===== src/rtl/io_bank.sv =====
// MMIO responder: GPIO, 32-bit compare timer (IO_TIMER_EN) and a TX byte FIFO.
// Reads are combinational from io_addr; writes commit at the clock edge.
module io_bank #(
    parameter int FIFO_DEPTH     = 8,
    parameter int FIFO_DEPTH_LOG = 3,
    parameter int GPIO_WIDTH     = 8
) (
    input  logic                  clk,
    input  logic                  resetb,
    input  logic [7:0]            io_addr,
    input  logic                  io_en,
    input  logic                  io_we,
    input  logic [31:0]           io_data_write,
    output logic [31:0]           io_data_read,
    input  logic [GPIO_WIDTH-1:0] gpio_in,
    output logic [GPIO_WIDTH-1:0] gpio_out,
    output logic [7:0]            tx_data,
    output logic                  tx_valid,
    input  logic                  tx_ready,
    output logic                  timer_irq
);

    localparam int CW = FIFO_DEPTH_LOG + 1;
    localparam logic [CW-1:0] FULL_CNT = CW'(FIFO_DEPTH);

    localparam logic [5:0] A_GPIO_OUT = 6'h00;
    localparam logic [5:0] A_GPIO_IN  = 6'h01;
    localparam logic [5:0] A_CNT      = 6'h02;
    localparam logic [5:0] A_CMP      = 6'h03;
    localparam logic [5:0] A_CTRL     = 6'h04;
    localparam logic [5:0] A_TXD      = 6'h08;
    localparam logic [5:0] A_TXS      = 6'h09;

    logic [5:0] w_word;
    logic       w_wr;
    logic       w_rd;

    assign w_word = io_addr[7:2];
    assign w_wr   = io_en && io_we;
    assign w_rd   = io_en && !io_we;

    logic [GPIO_WIDTH-1:0] r_gpio_out;
    logic [GPIO_WIDTH-1:0] r_gpio_s1;
    logic [GPIO_WIDTH-1:0] r_gpio_s2;

    always_ff @(posedge clk or negedge resetb) begin
        if (!resetb) begin
            r_gpio_out <= '0;
            r_gpio_s1  <= '0;
            r_gpio_s2  <= '0;
        end else begin
            r_gpio_s1 <= gpio_in;
            r_gpio_s2 <= r_gpio_s1;
            if (w_wr && w_word == A_GPIO_OUT)
                r_gpio_out <= io_data_write[GPIO_WIDTH-1:0];
        end
    end

    assign gpio_out = r_gpio_out;

    logic [7:0]                r_mem [FIFO_DEPTH];
    logic [FIFO_DEPTH_LOG-1:0] r_wr_ptr;
    logic [FIFO_DEPTH_LOG-1:0] r_rd_ptr;
    logic [CW-1:0]             r_count;
    logic                      r_ovf;
    logic                      w_full;
    logic                      w_empty;
    logic                      w_push_req;
    logic                      w_push;
    logic                      w_pop;

    assign w_full     = (r_count == FULL_CNT);
    assign w_empty    = (r_count == '0);
    assign w_push_req = w_wr && (w_word == A_TXD);
    assign w_push     = w_push_req && !w_full;
    assign w_pop      = !w_empty && tx_ready;

    // Storage needs no reset: the occupancy counter gates visibility.
    always_ff @(posedge clk) begin
        if (w_push)
            r_mem[r_wr_ptr] <= io_data_write[7:0];
    end

    always_ff @(posedge clk or negedge resetb) begin
        if (!resetb) begin
            r_wr_ptr <= '0;
            r_rd_ptr <= '0;
            r_count  <= '0;
            r_ovf    <= 1'b0;
        end else begin
            if (w_push)
                r_wr_ptr <= r_wr_ptr + 1'b1;
            if (w_pop)
                r_rd_ptr <= r_rd_ptr + 1'b1;
            case ({w_push, w_pop})
                2'b10:   r_count <= r_count + 1'b1;
                2'b01:   r_count <= r_count - 1'b1;
                default: r_count <= r_count;
            endcase
            if (w_push_req && w_full)
                r_ovf <= 1'b1;
            else if (w_wr && w_word == A_TXS && io_data_write[2])
                r_ovf <= 1'b0;
        end
    end

    assign tx_valid = !w_empty;
    assign tx_data  = w_empty ? 8'h00 : r_mem[r_rd_ptr];

`ifdef IO_TIMER_EN
    logic [31:0] r_cnt;
    logic [31:0] r_cmp;
    logic [2:0]  r_ctrl;
    logic        r_flag;
    logic        r_irq;
    logic        w_match;

    assign w_match = r_ctrl[0] && (r_cnt == r_cmp);

    always_ff @(posedge clk or negedge resetb) begin
        if (!resetb) begin
            r_cnt  <= '0;
            r_cmp  <= '1;
            r_ctrl <= '0;
            r_flag <= 1'b0;
            r_irq  <= 1'b0;
        end else begin
            if (w_wr && w_word == A_CNT)
                r_cnt <= io_data_write;
            else if (r_ctrl[0])
                r_cnt <= (w_match && r_ctrl[1]) ? 32'h0 : r_cnt + 32'h1;
            if (w_wr && w_word == A_CMP)
                r_cmp <= io_data_write;
            if (w_wr && w_word == A_CTRL)
                r_ctrl <= io_data_write[2:0];
            // A new match outranks a same-edge software clear.
            if (w_match)
                r_flag <= 1'b1;
            else if (w_wr && w_word == A_CTRL && io_data_write[8])
                r_flag <= 1'b0;
            r_irq <= r_flag && r_ctrl[2];
        end
    end

    assign timer_irq = r_irq;
`else
    assign timer_irq = 1'b0;
`endif

    always_comb begin
        io_data_read = '0;
        if (w_rd) begin
            case (w_word)
                A_GPIO_OUT: io_data_read = 32'(r_gpio_out);
                A_GPIO_IN:  io_data_read = 32'(r_gpio_s2);
`ifdef IO_TIMER_EN
                A_CNT:      io_data_read = r_cnt;
                A_CMP:      io_data_read = r_cmp;
                A_CTRL:     io_data_read = {23'h0, r_flag, 5'h0, r_ctrl};
`endif
                A_TXS: begin
                    io_data_read[8 +: CW] = r_count;
                    io_data_read[2:0]     = {r_ovf, w_empty, w_full};
                end
                default:    io_data_read = '0;
            endcase
        end
    end

    logic w_unused_ok;
    assign w_unused_ok = &{1'b0, io_addr[1:0], io_data_write};

endmodule


===== config.mk =====
export PLATFORM = sky130hd
export DESIGN_NAME = io_bank
export DESIGN_NICKNAME = d
export VERILOG_FILES = /design/src/rtl/io_bank.sv
export SDC_FILE = /design/constraint.sdc
export NUM_CORES = 1
export LEC_CHECK = 0
export CAP_MARGIN = 10
export CORE_ASPECT_RATIO = 1.5
export CORE_MARGIN = 2
export CORE_UTILIZATION = 50
export CTS_BUF_LIST = sky130_fd_sc_hd__clkbuf_8
export CTS_CLUSTER_DIAMETER = 200
export CTS_CLUSTER_SIZE = 25
export DETAILED_ROUTE_END_ITERATION = 16
export PLACE_DENSITY = 0.92
export SETUP_SLACK_MARGIN = 0.4
export SLEW_MARGIN = 20
export SYNTH_ARGS = -nofsm -noshare
export SYNTH_HDL_FRONTEND = slang
export SYNTH_SLANG_ARGS = --single-unit
export TNS_END_PERCENT = 50

===== constraint.sdc =====
create_clock -name clk -period 3.4 [get_ports clk]
set_input_delay 0.68 -clock clk [delete_from_list [all_inputs] [get_ports clk]]
set_output_delay 0.68 -clock clk [all_outputs]
set_load 0.005 [all_outputs]

### Word level (Yosys, flattened, before mapping)

Memories as Yosys holds them, arrays and structs flattened.
Cells that the tools add are included.
Widths: inputs -> output; s select.

* memories kept: 1
* logic and storage cells: 44
* register bits after elaboration: 35
* RAM bits: 64
* input port bits: 53

* eq/ne operators: 6
* add/sub/neg operators: 4
* multiplexer cells: 10
* reduce and logical (&&, ||, !) cells: 16

Memories
* r_mem: depth 8, width 8, rd ports 1, clocked after Yosys merged registers in 0, write ports 1, RTL line 61 `logic [7:0] r_mem [FIFO_DEPTH];`

Operators by type and width (number)
* $eq 6x4->1 const B: 2
* $mux 12: 1
* $pmux 5 s2: 1
* $logic_and 1x1->1: 9
* $pmux 3 s3: 1
* $mux 8: 1
* $pmux 4 s2: 1
* $add 3x1->3 const B: 2
* $eq 6x1->1 const B: 1
* $logic_not 6->1: 1
* $add 4x1->4 const B: 1
* $eq 4x4->1 const B: 1
* $logic_not 4->1: 1
* $mux 1: 4
* $mux 4: 1
* $reduce_bool 2->1: 2
* $sub 4x1->4 const B: 1
* $logic_not 1->1: 3
* $eq 2x1->1 const B: 1
* $eq 2x2->1 const B: 1

### Longest topological paths before layout

Gate-level depths: netlist of the first run.

* depth after elaboration: 5
* gate-level depth with buffers: 12
* depth with buffers taken out: 10

### Worst setup path before layout of the first run

OpenSTA, ideal clock, no wires.

* path type: in2reg
* from: input port io_addr[5]
* to: memory r_mem[1][0], enable pin
* slack: 0.746 ns
* arrival: 2.271 ns
* cell stages on the path: 5
* setup time: 0.383 ns
* cell sequence: buf_4 nor3b_1 nand4b_1 or2_1 nor3_1

* longest elaborated chain between the ends: 5

Ends and longest elaborated chain
* from (decl): RTL line 10 `input logic [7:0] io_addr,`
* $eq 6x4->1: RTL line 74 `assign w_push_req = w_wr && (w_word == A_TXD);`
* $logic_and 1x1->1: RTL line 74
* $logic_and 1x1->1: RTL line 75 `assign w_push = w_push_req && !w_full;`
* $mux 1: RTL line 80 `if (w_push)`
* $mux 1 (implied by the code): RTL line 81 `r_mem[r_wr_ptr] <= io_data_write[7:0];`
* to (decl): RTL line 61

Every way passes these cells.

### Final worst setup path of the first run

* from: input port io_en
* to: output port io_data_read[8]

* longest elaborated chain between the ends: 2

Ends and longest elaborated chain
* from (decl): RTL line 11 `input logic io_en,`
* $logic_and 1x1->1: RTL line 40 `assign w_rd = io_en && !io_we;`
* $mux 12: RTL line 152 `if (w_rd) begin`
* to (decl): RTL line 14 `output logic [31:0] io_data_read,`

Every way passes these cells.

==> results of run 1 <==
-- through the flow --
step | setup slack (ps) | hold WS [ps] | power, uW
after global placement | 125 | 332 | 2390
final | 214 | 360 | 3180
after detailed placement | 53.5 | 340 | 2440
after global routing | 99.5 | 368 | 3330
after floorplan | 746 | 331 | 2100
after CTS | 243 | 359 | 3190
-- layout by cell type (no fill, tap or decap), types with 9 or more instances in the layout --
cell / count
edfxtp_1: 64
clkdlybuf4s50_1: 38
mux2i_1: 37
dfrtp_1: 32
conb_1: 21
nor2_1: 18
buf_4: 15
mux2_2: 11
dlygate4sd2_1: 10
clkbuf_8: 9
-- where the power goes --
part	internal, uW	leakage [uW]	switching [uW]
registers	1350	0.00100	97.0
logic	548	0.00102	435
clock network	345	0.0000992	402
-- registers in the layout (all words and copies together) (netlist names) --
name       flops
r_mem         64
r_wr_ptr       3
r_ovf          1
r_gpio_s2      8
gpio_out       8
r_gpio_s1      8
r_rd_ptr       3
r_count        4
-- worst max-delay path, cell delays in order --
cell             delay (ps)
clkdlybuf4s50_1         470
nor3b_4                 230
nand2_2                 110
nor4b_2                 230
buf_4                   160
and2_1                  120
clkdlybuf4s50_1         500
-- cells by family after synthesis --
logic type,count (synthesis)
muxes,49
adders and majority gates,5
AOI/OAI and AO/OA,26
other,1
xor gates and xnor gates,9
buffers and inverters,37
and+or+nand+nor,56
DFF,99
-- final cells by class --
class | instances | area (um^2) | area share (%)
clock inverter | 7 | 75.1 | 1.46
sequential | 99 | 2800 | 54.5
clock buffer | 9 | 124 | 2.41
tap | 107 | 134 | 2.60
inverter | 4 | 15.0 | 0.292
multi-input combinational | 166 | 1300 | 25.3
timing repair buffer | 72 | 691 | 13.4
-- timing repair --
action / CTS / global route
buffers inserted: 2 / 0
gates resized for setup: 16 / 15
endpoints found under the setup margin: 20 / 17
pin swaps: 3 / 0
-- metal layers --
layer / GRT usage [%] / part of all wire (%) / routed length, um / vias up
li1: - / - / - / 1142
met1: 18.9 / 36 / 2900 / 1204
met2: 33.3 / 56 / 4480 / 111
met3: 4.64 / 6.0 / 482 / 16
met4: 8.28 / 2.4 / 190 / 0
met5: 0 / 0 / 0 / -
-- path summary, 6_finish.rpt --
path	startpoint	end	slack, ps	cells past startpoint
min in group asynchronous	resetb	r_gpio_s2[7]$_DFF_PN0_	710	2
min reg2reg	r_gpio_s1[4]$_DFF_PN0_	r_gpio_s2[4]$_DFF_PN0_	360	0
max in group asynchronous	resetb	r_rd_ptr[0]$_DFFE_PN0P_	2340	2
max reg2reg	r_count[0]$_DFFE_PN0P_	r_count[2]$_DFFE_PN0P_	830	12
min	r_gpio_s1[4]$_DFF_PN0_	r_gpio_s2[4]$_DFF_PN0_	360	0
max	io_en	io_data_read[8]	210	7
==> results by group, run 1 <==
Synthesis
  • Synth Instances: 282
  • Compound-Gate Fraction of Synth Area: 5.26%
  • Synth async-reset ratio: 35.4%
  • Mux cell area share after synthesis: 12.0%
  • Register area share after synthesis: 66.0%
  • Yosys warns: 0
  • Post-synthesis register bit count: 99
  • Top-count cell post-synth: edfxtp_1
  • Post-Synth XOR/XNOR Area: 1.86%
  • Top post-synthesis cells by area: edfxtp_1 (45%), dfrtp_1 (21%), mux2i_1 (8.7%)
  • EDFF count, synth: 64
  • Post-synth top flop: edfxtp_1
  • Post-Syn Area per Cell: 15.0 um^2
  • Commonest cells post-synth: edfxtp_1 (64), mux2i_1 (37), dfrtp_1 (35), buf_4 (24), nor2_1 (18)
  • Synth top area share: 45.3%
  • Main combinational cell family by area after synthesis: multiplexers
  • Synth unique cells: 41
  • Synth area leader: edfxtp_1
  • Synthesized area: 0.00424 mm^2
  • Synth Area in Adders: 1.48%
  • Simple-Gate Fraction of Synth Area: 7.47%

Final layout
  • Fin cells: 464
  • Layout cells sized above 1: 18.5%
  • Post-route cell area: 0.00514 mm^2
  • Layout fillers: 600
  • Core Util, Final: 61.9%
  • Layout area overhead: 21.3%
  • Final #Nets: 410
  • N_diodes: 0

Floorplanning
  • Die area: 0.00924 mm^2
  • # rows: 41
  • Core Region: 0.00831 mm^2
  • I/O pin count: 103
  • Initial core utilization: 51.0%
  • Chip Height: 117 um
  • Die Wd: 79.2 um

Global routing
  • GRT Total Usage: 18.0%
  • Vias in the first global route: 2505
  • Largest net degree at the start of global routing: 36
  • Overflow after GRT: 0
  • Initial antenna violation count: 0
  • First-pass GRT wire length: 12300 um

Critical path
  • CP Capture Type: output pin
  • Max FO, Critical Path: 4
  • CP Launch Type: primary input
  • Worst Path Arrival: 2510 ps
  • Critical path required time: 2720 ps
  • WS Path Type: primary input to output pin

Clock network
  • Clock sinks: 99
  • Inserted Clock Buffers: 9
  • Cts hold-fix bufs: 0
  • CTS tree: yes
  • CTS H-tree depth: 3
  • Maximum clock path buffer count: 2
  • Clock root cell: clkbuf_8
  • Clk slew on worst S/H paths: 90 ps
  • Worst skew pair latency: 370 ps

Timing
  • RSZ-0062 raised after global routing: yes
  • Fin crit share: 93.7%
  • Setup violators final: 0
  • Worst-Margin Slew: 585 ps
  • Slew margin rel.: 60.5%
  • Final Hold Viols: 0
  • Worst Skew: 3.94 ps
  • Max-slew violation count: 0
  • Final TNS setup: 0 ps
  • Maximum clock frequency: 0.314 GHz
  • Min cycle time layout: 3190 ps

Place
  • Final estimated routing congestion in global placement: 0.816
  • Count of input and output buffers: 55
  • Placed Area: 0.00488 mm^2
  • Hpwl dp: 5570 um
  • Placed cells: 446

Worst hold path
  • Hold Path Class: flip-flop to flip-flop

Detailed routing
  • DRC viols: 0
  • Initial detailed-routing violation count: 96
  • Number of vias per cell: 5.33
  • Avg WL per Cell: 17.4 um
  • Routed WL: 8060 um
  • DR vias: 2473
  • Remaining antenna violation count after routing: 0
  • Drt first pass iters: 5

Run
  • Max_cap viols: 0

Power and ir drop
  • Power Density: 618 mW/mm^2
  • VDD IR max: 0.489 mV
  • Standby leakage power: 0.00212 uW

Outcome
  • Status: finished clean
Power figures use the tool's default switching activity.
==> run 2: changes to the inputs <==
- CTS_CLUSTER_SIZE: 25 -> 28
- clock period: 3.4 -> 4 ns (I/O delays scaled with it)
==> run 2 against run 1 <==
Against the previous run: count of clock-buffer cells in the layout did not move; global-route usage fell by 1.3 points; largest cell class unchanged; critical endpoint is now io_data_read[9]; via count down 2.1%.
==> results by group, run 2 (same netlist as run 1, synthesis figures left out) <==
Outcome
  • Status: finished clean

Timing
  • Slew margin rel.: 53.5% (-7.0 points)
  • Max-slew violation count: 0 (unchanged)
  • Setup violators final: 0 (unchanged)
  • Hold slack: 354 ps (-6.22 ps)
  • Min cycle time layout: 3500 ps
  • Worst-Margin Slew: 695 ps (+111 ps)
  • RSZ-0062 raised after global routing: yes
  • Fin crit share: 87.5%
  • Worst Skew: 10.3 ps (+6.32 ps)
  • Final Hold Viols: 0 (unchanged)
  • Final TNS setup: 0 ps (unchanged)
  • Maximum clock frequency: 0.286 GHz

Place
  • Final estimated routing congestion in global placement: 0.800 (-1.9%)
  • Placed cells: 441 (-1.1%)
  • Hpwl dp: 5400 um (-3.2%)
  • Count of input and output buffers: 55 (unchanged)

Global routing
  • Vias in the first global route: 2427 (-3.1%)
  • GRT Total Usage: 16.6% (-1.3 points)
  • Initial antenna violation count: 0 (unchanged)
  • First-pass GRT wire length: 11600 um (-5.8%)
  • Largest net degree at the start of global routing: 36 (unchanged)
  • Overflow after GRT: 0 (unchanged)

Floorplanning
  • Chip Height: 117 um (unchanged)
  • Die area: 0.00924 mm^2 (unchanged)
  • I/O pin count: 103 (unchanged)
  • Initial core utilization: 51.0% (unchanged)
  • # rows: 41 (unchanged)
  • Core Region: 0.00831 mm^2 (unchanged)
  • Die Wd: 79.2 um (unchanged)

Power and ir drop
  • Standby leakage power: 0.00193 uW (-9.1%)
  • Total Power: 2580 uW (-19%)
  • Clk pwr share: 21.1% (-2.4 points)
  • Power Density: 513 mW/mm^2 (-17%)
  • Comb pwr share: 29.6% (-1.3 points)
  • Seq pwr share: 49.3% (+3.7 points)
  • Switching share of total power: 29.4% (about the same)
  • Cell Int Power: 1820 uW (-19%)
  • VDD IR max: 0.473 mV (-3.4%)
  • Switching pwr: 758 uW (-19%)

Worst hold path
  • Hold Path Class: flip-flop to flip-flop

Final layout
  • Biggest register: r_mem
  • Core Util, Final: 60.4% (-1.4 points)
  • N_diodes: 0 (unchanged)
  • Layout area overhead: 18.5%
  • Final #Nets: 403 (-1.7%)
  • Max reg flops: 64 (unchanged)
  • Layout cells sized above 1: 14.6% (-3.9 points)
  • Commonest cells after routing, fill and taps aside: edfxtp_1 (64), clkdlybuf4s50_1 (55), mux2i_1 (37)
  • Layout fillers: 597 (-0.50%)
  • Most common cell after layout, fill and taps aside: edfxtp_1
  • Fin cells: 457 (-1.5%)

Detailed routing
  • Avg WL per Cell: 16.2 um (-6.6%)
  • Drt first pass iters: 4 (-1)
  • Remaining antenna violation count after routing: 0 (unchanged)
  • Initial detailed-routing violation count: 101 (+5.2%)
  • DR vias: 2422 (-2.1%)
  • DRC viols: 0 (unchanged)
  • Number of vias per cell: 5.30 (-0.56%)
  • Routed WL: 7410 um (-8.0%)

Clock network
  • Maximum clock path buffer count: 2 (unchanged)
  • Clock sinks: 99 (unchanged)
  • Inserted Clock Buffers: 9 (unchanged)
  • Clock root cell: clkbuf_8
  • Cts hold-fix bufs: 0 (unchanged)
  • CTS H-tree depth: 3 (unchanged)
  • Clk slew on worst S/H paths: 90 ps (about the same)
  • Worst skew pair latency: 350 ps (-20 ps)
  • Total setup buffers inserted after CTS: 0 (-2)
  • CTS tree: yes

Critical path
  • Critical path required time: 3200 ps (+480 ps)
  • CP Launch Type: primary input
  • CP Capture Type: output pin
  • Max FO, Critical Path: 9 (+5)
  • Worst Path Arrival: 2700 ps (+190 ps)
  • WS Path Type: primary input to output pin

Run
  • Max_cap viols: 0 (unchanged)
==> run 2: changes by cell type in the layout (fill, tap and decap cells not counted), moves of 2 or more <==
cell             before  now
dlymetal6s2s_1        7    0
clkdlybuf4s50_1      38   55
dfrtp_2               3    1
buf_4                15   10
dlygate4sd2_1        10    0
buf_6                 2    0
dfrtp_1              32   34
clkinv_4              1    3
==> run 2: routing by layer <==
| metal | part of all wire, % | track usage, % |
|---|---|---|
| met5 | 0 | 0 |
| met4 | 1.9 | 7.82 |
| met3 | 4.5 | 3.17 |
| met2 | 54 | 29.5 |
| met1 | 39 | 19.3 |
==> run 2: path summary, 6_finish.rpt <==
kind	from	endpoint	slack (ps)	cells past startpoint
worst min register to register	r_gpio_s1[0]$_DFF_PN0_	r_gpio_s2[0]$_DFF_PN0_	350	0
worst max-delay path	io_addr[5]	io_data_read[9]	500	5
max in group asynchronous	resetb	r_rd_ptr[1]$_DFFE_PN0P_	2820	2
worst min-delay path	r_gpio_s1[0]$_DFF_PN0_	r_gpio_s2[0]$_DFF_PN0_	350	0
worst max register to register	r_count[1]$_DFFE_PN0P_	r_count[2]$_DFFE_PN0P_	1300	10
min in group asynchronous	resetb	r_gpio_s1[5]$_DFF_PN0_	850	2
==> run 2: worst max-delay path, cell delays in order <==
cell,delay [ps]
clkdlybuf4s50_1,660
inv_1,170
nor4b_2,390
and2_1,180
clkdlybuf4s50_1,500
==> run 2: final cells by class <==
type	count	area, um^2	share of cell area (%)
Sequential cell	99	2800	55.7
Multi-Input combinational cell	166	1280	25.5
Timing Repair Buffer	65	626	12.5
Tap cell	107	134	2.66
Clock buffer	9	124	2.47
Clock inverter	7	46.3	0.922
Inverter	4	15.0	0.299
==> run 2: power by group through the flow <==
stage | clock, uW | combinational [uW] | sequential, uW
detailed placement | 0 | 770 | 1290
CTS | 558 | 773 | 1270
floorplan | 0 | 575 | 1210
finish | 543 | 762 | 1270
global placement | 0 | 746 | 1280
global route | 589 | 836 | 1280
==> run 2: what timing repair did <==
action / in CTS / in global routing
resized for setup: 1 / 2
hold endpoints to repair: 0 / 0
setup endpoints to repair: 7 / 17
==> run 2: through the flow <==
step	cell area, um^2	setup slack [ps]
global route	5020	360
detailed placement	4840	282
floorplan	4310	1230
global placement	4840	374
CTS	5020	356
finish	5020	501
==> run 3: changes to the inputs <==
- CTS_BUF_LIST: sky130_fd_sc_hd__clkbuf_8 -> sky130_fd_sc_hd__clkbuf_4
==> run 3 against run 2 <==
Against the previous run: maximum frequency is 0.41% higher; global-route usage down 0.14 points; critical path depth did not move; die area unchanged; via count grew 0.62%; hold slack improved by 12 ps; worst setup slack better by 14 ps; routed wire length grew 0.20%; first-iteration DRC count shrank 22%.
==> results by group, run 3 (same netlist as run 1, synthesis figures left out) <==
Floorplanning
  • Initial core utilization: 51.0% (unchanged)
  • Chip Height: 117 um (unchanged)
  • Core Region: 0.00831 mm^2 (unchanged)
  • Die area: 0.00924 mm^2 (unchanged)
  • # rows: 41 (unchanged)
  • I/O pin count: 103 (unchanged)
  • Die Wd: 79.2 um (unchanged)

Timing
  • Max-slew violation count: 0 (unchanged)
  • Min cycle time layout: 3480 ps (-14.3 ps)
  • Slew margin rel.: 52.7% (-0.83 points)
  • Final TNS setup: 0 ps (unchanged)
  • Setup violators final: 0 (unchanged)
  • Worst Skew: 13.4 ps (+3.18 ps)
  • Fin crit share: 87.1% (-0.36 points)
  • Worst-Margin Slew: 708 ps (+12.4 ps)
  • Final Hold Viols: 0 (unchanged)
  • RSZ-0062 raised after global routing: no
  • Maximum clock frequency: 0.287 GHz (+0.41%)

Critical path
  • Slowest stage delay, CP: 670 ps (about the same)
  • CP Launch Type: primary input
  • WS Path Type: primary input to output pin
  • Flop2flop setup slack: 1310 ps (about the same)
  • Most common cell on crit path: clkdlybuf4s50_1
  • Cell depth of the worst flop-to-flop path: 10 (unchanged)
  • Crit path max-delay cell type: clkdlybuf4s50_1
  • Worst Path Arrival: 2680 ps (-20 ps)
  • Max FO, Critical Path: 9 (unchanged)
  • CP Capture Type: output pin
  • Cells along the critical path: clkdlybuf4s50_1 > inv_1 > nor4b_4 > and2_1 > clkdlybuf4s50_1
  • Critical path required time: 3200 ps (about the same)

Detailed routing
  • Initial detailed-routing violation count: 79 (-22%)
  • Met1 Wirelength: 2860 um (-1.4%)
  • DR vias: 2437 (+0.62%)
  • Met3 wire length: 368 um (+11%)
  • Number of vias per cell: 5.33 (+0.62%)
  • Remaining antenna violation count after routing: 0 (unchanged)
  • DRC viols: 0 (unchanged)
  • Drt first pass iters: 4 (unchanged)
  • Metal2 WL: 4060 um (+0.57%)
  • Avg WL per Cell: 16.2 um (+0.20%)
  • Routed WL: 7420 um (+0.20%)
  • Top sig layer: met4

Global routing
  • GRT Total Usage: 16.5% (-0.14 points)
  • First-pass GRT wire length: 11500 um (-0.24%)
  • Overflow after GRT: 0 (unchanged)
  • Largest net degree at the start of global routing: 36 (unchanged)
  • Initial antenna violation count: 0 (unchanged)
  • Vias in the first global route: 2429 (+0.082%)

Final layout
  • FF/Latch Area: 0.00280 mm^2 (unchanged)
  • Fin cells: 457 (unchanged)
  • Layout fillers: 610 (+2.2%)
  • Commonest cells after routing, fill and taps aside: edfxtp_1 (64), clkdlybuf4s50_1 (55), mux2i_1 (37)
  • Multi-input logic area: 0.00129 mm^2 (+0.68%)
  • Most common cell after layout, fill and taps aside: edfxtp_1
  • Max reg flops: 64 (unchanged)
  • Layout area overhead: 17.5%
  • N_diodes: 0 (unchanged)
  • Final #Nets: 403 (unchanged)
  • Biggest register: r_mem
  • Layout cells sized above 1: 14.9% (+0.29 points)

Clock network
  • Cts hold-fix bufs: 0 (unchanged)
  • Clk slew on worst S/H paths: 140 ps (+50 ps)
  • Clock root cell: clkbuf_4
  • Inserted Clock Buffers: 9 (unchanged)
  • Maximum clock path buffer count: 2 (unchanged)
  • Worst skew pair latency: 430 ps (+80 ps)
  • Total setup buffers inserted after CTS: 0 (unchanged)
  • Clock sinks: 99 (unchanged)
  • CTS H-tree depth: 3 (unchanged)
  • CTS tree: yes
  • CTS resizes: 2 (+1)

Power and ir drop
  • VDD IR max: 0.361 mV (-24%)
  • Standby leakage power: 0.00191 uW (-0.93%)
  • Power Density: 497 mW/mm^2 (-3.1%)

Place
  • Hpwl dp: 5400 um (unchanged)
  • Placed cells: 441 (unchanged)
  • Count of input and output buffers: 55 (unchanged)
  • Final estimated routing congestion in global placement: 0.800 (unchanged)

Worst hold path
  • Hold Path Class: flip-flop to flip-flop
  • Hold Path Cell Cnt: 0 (unchanged)

Outcome
  • Status: finished clean

Run
  • Max_cap viols: 0 (unchanged)
[run 3: cell count changes in the layout (fill, tap and decap cells not counted), sizes merged]
cell and change:
clkbuf +1, inv -1
[run 3: cell type report]
type | instances | area share [%]
Clock buffer | 10 | 1.51
Clock inverter | 6 | 0.854
Inverter | 4 | 0.302
Multi-Input combinational cell | 166 | 25.9
Sequential cell | 99 | 56.2
Tap cell | 107 | 2.69
Timing Repair Buffer | 65 | 12.6
[run 3: critical path: cells and delay by family]
kind          cells  cell delay [ps]
buf+inv           3             1360
simple gates      2              510
[run 3: report_power, final]
part	total, uW	switching (uW)	leakage, uW	internal (uW)
combinational	763	313	0.000842	450
clock	442	307	0.0000640	135
sequential	1270	125	0.00101	1150
[run 3: final timing paths]
path	from	end
worst min register to register	r_gpio_s1[0]$_DFF_PN0_	r_gpio_s2[0]$_DFF_PN0_
min in group asynchronous	resetb	r_gpio_s1[5]$_DFF_PN0_
worst min-delay path	r_gpio_s1[0]$_DFF_PN0_	r_gpio_s2[0]$_DFF_PN0_
max in group asynchronous	resetb	r_rd_ptr[1]$_DFFE_PN0P_
worst max register to register	r_count[1]$_DFFE_PN0P_	r_count[2]$_DFFE_PN0P_
worst max-delay path	io_addr[5]	io_data_read[9]
[run 3: routing by layer]
metal	up-vias	GRT usage, %
met1	1201	19.2
met4	0	6.55
met2	94	29.5
li1	1131	-
met5	-	0
met3	11	3.63
[run 3: metrics by stage]
step | hold slack [ps] | instance area (um^2) | util (%) | power, uW | worst slack, ps
after CTS | 363 | 4970 | 59.8 | 2490 | 438
after global routing | 379 | 4980 | 59.9 | 2600 | 418
after global placement | 331 | 4840 | 58.3 | 2030 | 374
after floorplan | 331 | 4310 | - | 1780 | 1230
after detailed placement | 335 | 4840 | 58.3 | 2060 | 282
final | 366 | 4980 | 59.9 | 2480 | 516
